[config.mk]
export PLATFORM = sky130hd
export DESIGN_NAME = shift_tx
export DESIGN_NICKNAME = d
export VERILOG_FILES = /design/src/rtl/shift_tx.sv
export SDC_FILE = /design/constraint.sdc
export NUM_CORES = 1
export LEC_CHECK = 0
export BUFFER_PORTS_ARGS = -buffer_cell sky130_fd_sc_hd__buf_2
export CORE_MARGIN = 2
export CORE_UTILIZATION = 30
export CTS_CLUSTER_DIAMETER = 40
export DETAILED_ROUTE_END_ITERATION = 8
export RECOVER_POWER = 100
export SETUP_SLACK_MARGIN = 0.2
export SLEW_MARGIN = 40
export SYNTH_ARGS = -nofsm -noshare
export SYNTH_HDL_FRONTEND = slang
export SYNTH_SLANG_ARGS = --single-unit
[constraint.sdc]
create_clock -name clk -period 1.6 [get_ports clk]
set_input_delay 0.32 -clock clk [delete_from_list [all_inputs] [get_ports clk]]
set_output_delay 0.32 -clock clk [all_outputs]
set_load 0.01 [all_outputs]
[src/rtl/shift_tx.sv]
// UART 8N1 transmitter for an 8-bit LED pattern: sends the pattern whenever it
// changes or when start is requested, one frame at a time.
module shift_tx #(
  parameter int BAUD_DIV = 104
) (
  input  logic       clk,
  input  logic       rst,
  input  logic [7:0] data,
  input  logic       start,
  output logic       tx,
  output logic       busy,
  output logic       done
);

  localparam int CW = (BAUD_DIV > 1) ? $clog2(BAUD_DIV) : 1;
  localparam logic [CW-1:0] CNT_LAST = CW'(BAUD_DIV - 1);

  typedef enum logic [1:0] {IDLE, START, DATA, STOP} state_t;

  state_t          state_reg, state_next;
  logic [7:0]      shreg_reg, shreg_next;
  logic [7:0]      last_reg, last_next;
  logic [CW-1:0]   cnt_reg, cnt_next;
  logic [2:0]      bit_reg, bit_next;
  logic            tx_reg, tx_next;
  logic            busy_reg, busy_next;
  logic            done_reg, done_next;
  logic            baud_end;

  always_ff @(posedge clk) begin
    if (rst) begin
      state_reg <= IDLE;
      shreg_reg <= 8'h00;
      last_reg  <= 8'h00;
      cnt_reg   <= '0;
      bit_reg   <= 3'd0;
      tx_reg    <= 1'b1;
      busy_reg  <= 1'b0;
      done_reg  <= 1'b0;
    end else begin
      state_reg <= state_next;
      shreg_reg <= shreg_next;
      last_reg  <= last_next;
      cnt_reg   <= cnt_next;
      bit_reg   <= bit_next;
      tx_reg    <= tx_next;
      busy_reg  <= busy_next;
      done_reg  <= done_next;
    end
  end

  // Counter free-runs within a frame and wraps every bit, so bit edges never drift.
  assign baud_end = (cnt_reg == CNT_LAST);

  always_comb begin
    state_next = state_reg;
    shreg_next = shreg_reg;
    last_next  = last_reg;
    bit_next   = bit_reg;
    tx_next    = tx_reg;
    busy_next  = busy_reg;
    done_next  = 1'b0;
    if (state_reg == IDLE || baud_end) begin
      cnt_next = '0;
    end else begin
      cnt_next = cnt_reg + CW'(1);
    end

    case (state_reg)
      IDLE: begin
        tx_next   = 1'b1;
        busy_next = 1'b0;
        if (start || (data != last_reg)) begin
          shreg_next = data;
          last_next  = data;
          state_next = START;
          tx_next    = 1'b0;
          busy_next  = 1'b1;
        end
      end
      START: begin
        if (baud_end) begin
          state_next = DATA;
          tx_next    = shreg_reg[0];
          bit_next   = 3'd0;
        end
      end
      DATA: begin
        if (baud_end) begin
          if (bit_reg == 3'd7) begin
            state_next = STOP;
            tx_next    = 1'b1;
          end else begin
            shreg_next = {1'b0, shreg_reg[7:1]};
            bit_next   = bit_reg + 3'd1;
            tx_next    = shreg_reg[1];
          end
        end
      end
      STOP: begin
        // Returning to IDLE here deliberately skips trigger evaluation on this edge.
        if (baud_end) begin
          state_next = IDLE;
          busy_next  = 1'b0;
          done_next  = 1'b1;
        end
      end
      default: begin
        state_next = IDLE;
        tx_next    = 1'b1;
        busy_next  = 1'b0;
      end
    endcase
  end

  assign tx   = tx_reg;
  assign busy = busy_reg;
  assign done = done_reg;

endmodule

After elaboration in Yosys (flattened, before gate mapping). Index checks and enable logic that the tools add are counted.

Memories: 0. Bits in read-only memories: 0. RAM bits: 0. Output and inout bits: 3. Bits of input ports: 11. Logic and storage cells: 61. Latch bits: 0. Register bits after elaboration: 31.

Equal/unequal tests: 12. Bitwise gates (word level): 1. Multiply operators: 0. $lt $le $gt $ge: 0. Add/subtract/negate cells: 2. Reductions and logical operators: 15. Multiplexer cells: 23. Shifts and indexed selects: 0. Divide/modulo/power cells: 0.

Operator list (count): 8-bit two-way mux (3); 8-bit case mux with 2 select lines (1); 2-bit two-way mux (5); 2-bit inequality test, second input constant (5); 3-bit two-way mux (3); 8-bit inequality test (1); 2-bit case mux with 4 select lines (1); 4-bit AND reduction (2); 7-bit by 1-bit adder with 7-bit output, second input constant (1); 7-bit equality test, second input constant (1); 1-bit two-way mux (7); 3-bit case mux with 2 select lines (1); 2-bit nonzero test (3); 5-bit AND reduction (1); 2-bit equality test, second input constant (2); 2-bit AND reduction (2); 2-bit OR reduction (2); 3-bit by 1-bit adder with 3-bit output, second input constant (1); 3-bit equality test, second input constant (1); 1-bit case mux with 3 select lines (1); 3-bit AND reduction (1); 3-bit nonzero test (1); 2-bit by 1-bit equality test with 1-bit output, second input constant (1); 2-bit logical NOT (1); other kinds (4) (5).

Depth between registers and ports, before layout.
Depth after elaboration: 4. Gate-level depth with buffers: 8. Depth with buffers taken out: 6.

Worst setup path before layout. No wires, ideal clock.

Path kind: reg2reg. Start point: reg bit_reg[0]. End point: reg shreg_reg[1]. Data required time: 1.512 ns. Stages on the path, launching flop included: 8. Library setup time: 0.088 ns. Data arrival time: 1.568 ns. Path buffers: 1. Period minus slack after synthesis: 1.657 ns. Path slack: -0.057 ns. Cell sequence: dfxtp_1 ha_1 ha_1 nor3_2 mux2_4 buf_12 a21oi_2 a311oi_2.

Cells in the longest elaborated chain, start to end: 3.

RTL lines: start: declaration (RTL line 24) `logic [2:0] bit_reg, bit_next;`; start signal: assignment (RTL line 45) `bit_reg <= bit_next;`; 3-bit equality test (RTL line 90) `if (bit_reg == 3'd7) begin`; 2-bit inequality test (no source line); 4-bit AND reduction (no source line); end signal: assignment (RTL line 42) `shreg_reg <= shreg_next;`; end: declaration (RTL line 21) `logic [7:0] shreg_reg, shreg_next;`.

No other way between the ends. A chain may end at the register's enable or synchronous reset.

Final worst setup path.
Start point: reg cnt_reg[3]. End point: reg state_reg[1].

Cells in the longest elaborated chain, start to end: 3. Elaborated cells between the ends (all ways): 5. Classes of those cells: 4 x eq/ne; 1 x reduce/logical.

RTL lines: start: declaration (RTL line 23) `logic [CW-1:0] cnt_reg, cnt_next;`; start signal: assignment (RTL line 44) `cnt_reg <= cnt_next;`; 7-bit equality test (*) (RTL line 53) `assign baud_end = (cnt_reg == CNT_LAST);`; 2-bit inequality test (no source line); 5-bit AND reduction (no source line) (*); end signal: assignment (RTL line 41) `state_reg <= state_next;`; end: declaration (RTL line 20) `state_t state_reg, state_next;`.

Mark *: on every way between the ends. The rest lies on a longest branch, timed or not.

==> out/metrics.cfg <==
[detailed_routing]
first_pass_iters=6
routed_wl_um=3870
detail-route-antenna-nets=0
vias=1377
wl_per_cell_um=13.4
first_iter_violations=42
drc=0
vias_per_cell=4.76

[floorplanning]
die_w_um=77.9
fp-row-count=26
core_area_um2=5170
start_util_pct=31.6
ios=14
dieArea_um2=6060
die_h_um=77.9

[clock_tree]
clockBufferDepth=2
cts_sinks=31
cts_inserted_buffers=5
cts_tree=done
cts_root_buf=clkbuf_8
clk_pin_slew_ps=70
htreeDepth=2
clk_latency_ps=290
ctsHoldBuffers=0

[yosys]
ys_warn_count=0
avgSynthCellArea_um2=9.92
ys_seq_area_share_pct=37.9
synth_cell_types=46
synth_cells=165
synth_seq_cells=31
synth_ff_type=dfxtp_1
synthesis.nets=184
yosys.area_share.simple_pct=17.2
synthMuxAreaShare_pct=10.8
synth_area_leaders=dfxtp_1 (38%), mux2i_1 (9.2%), ha_1 (6.1%)
synth_xor_area_share_pct=6.96
synth_fa_ha_area_share_pct=6.12
synth_edf_count=0
yosys.area.top_type=dfxtp_1
synth_compound_area_share_pct=15.7
synthArstFlopShare_pct=0
synth_area_um2=1640
synth_top_area_share_pct=37.9
synth_top_family_by_area=simple AND/OR/NAND/NOR gates

[final_layout]
syn_to_final_growth_pct=44.3
post_layout_nonfiller_instances=289
diodes=0
drive_gt1_share_pct=51.6
nets=238
finalCoreUtilization_pct=45.6

[run_status]
violations=negative setup slack
status=finished, violations left

[sta]
rsz0062_at_grt=yes
setup_ws_ps=-34.8
min_period_ps=1630
final_max_slew_viol_count=0
finalHoldViolCount=0
relSlewSlack_pct=81.7
max_freq_mhz=612
finalSetupViolCount=2
fin_hold_ws_ps=385
period_share_pct=102
finalClockSkew_ps=7.27
worst-slew-pin-transition_ps=275

[global_route]
grt_pass1_vias=1408
grt_usage_pct=13.9
grt_antenna_before_repair=0
grt_pass1_wl_um=6600
grt_max_degree=15
grt_overflow_total=0

[setup_path]
reg2reg_setup_slack_ps=-30
cp-start-kind=flop
worstReg2RegEnd=state_reg[1]$_SDFFE_PP0P_
critPathLaunch=cnt_reg[3]$_SDFF_PP0_
critical_path_class=flop to flop
worstPathArrival_ps=1840
endpoint_kind=flop
crit_required_ps=1810
r2r_cells=5
cp-endpoint=state_reg[1]$_SDFFE_PP0P_
cp_max_fo=4
r2r-start=cnt_reg[3]$_SDFF_PP0_

[placement]
io_buffers=13
place_inst=274
place.gp.congestion=0.715
hpwl_um=2600

[pwr]
power_mw=3.14
p_per_area_nw_per_um2=1330
ir_worst_vdd_uv=630
leakagePower_nw=0.905

[flow_run]
cap_violations=0

[worst_hold_path]
min_path_type=primary input to flop

## final cells by class
type / count / area (µm²)
clock buffer: 6 / 82.6
clock inverter: 1 / 5.00
fill: 496 / 2810
inverter: 4 / 15.0
multi-input combinational: 123 / 1150
sequential: 31 / 634
tap: 70 / 87.6
timing repair buffer: 54 / 388
## worst min path at each step
stage	to	start	cells after the start
floorplan	cnt_reg[0]$_SDFF_PP0_	cnt_reg[0]$_SDFF_PP0_	1
global placement	tx$_SDFFE_PP1P_	tx$_SDFFE_PP1P_	2
detailed placement	tx$_SDFFE_PP1P_	tx$_SDFFE_PP1P_	2
CTS	last_reg[5]$_SDFFE_PP0P_	rst	2
global route	last_reg[5]$_SDFFE_PP0P_	rst	2
finish	last_reg[5]$_SDFFE_PP0P_	rst	2
## repair_timing
action / in CTS / in global routing
resized for setup: 36 / 18
gates cloned: 1 / 0
buffers inserted: 4 / 3
setup endpoints to repair: 24 / 21
pin swaps: 26 / 14
## cell usage after synthesis, types with 2 or more instances
master / n
mux2i_1: 15
ha_1: 8
nand2b_1: 2
a22o_1: 2
nand3_1: 4
xnor2_1: 11
nand4_1: 2
xor2_1: 2
clkbuf_8: 2
a311oi_1: 6
o31ai_1: 2
o21ai_0: 6
dfxtp_1: 31
nor2_1: 22
clkbuf_1: 3
a22oi_1: 3
a21oi_1: 8
inv_1: 4
nand2_1: 2
nor3_1: 3
and4_1: 2
## placed cells by master, fill, tap and decap left out, types with 3 or more instances in the layout
cell type and count:
dfxtp_1 20, nand3_1 3, a22oi_2 3, a311oi_1 5
clkbuf_1 4, dfxtp_2 11, nor2_1 17, clkbuf_8 6
a21oi_1 3, a21oi_2 6, xnor2_1 5, xnor2_2 6
mux2i_1 15, inv_1 3, buf_6 6, buf_2 10
ha_1 3, o21ai_0 3, buf_4 34, ha_4 3
nor2_2 4
## worst max-delay path: stages (launching register included)
cell and delay [ps]:
dfxtp_2 320, or3b_4 440, o22ai_2 170, a22oi_2 90, or4b_1 460, o31ai_1 70
## power breakdown
part | total (mW) | internal (mW) | switching (mW)
Sequential | 1.11 | 0.973 | 0.140
Clock | 0.637 | 0.337 | 0.300
Combinational | 1.39 | 0.710 | 0.681
Total | 3.14 | 2.02 | 1.12
## routing by layer
layer / vias up / global-route usage (%) / routed length [µm]
met4: 0 / 4.64 / 34
met2: 21 / 24.1 / 1880
met5: - / 0 / 0
met3: 4 / 3.49 / 131
li1: 709 / - / -
met1: 643 / 16.7 / 1820
## cells by family (layout without fill, tap and decap cells)
| kind of cell | after synthesis | count (layout) |
|---|---|---|
| fa+ha+maj | 8 | 8 |
| xor+xnor | 13 | 13 |
| buf+inv | 12 | 65 |
| flops | 31 | 31 |
| mux | 17 | 18 |
| compound gates | 35 | 35 |
| simple gates | 49 | 49 |
## per-stage QoR
stage,setup slack [ps],area [µm²],setup TNS (ps)
after floorplan,-5.81,1660,-16.0
after detailed placement,-61.0,2000,-397
after CTS,-18.7,2270,-19.4
after global routing,-101,2360,-792
after global placement,-39.6,2000,-86.8
final,-34.8,2360,-43.6
No activity file was read; power rests on OpenSTA's default activity.
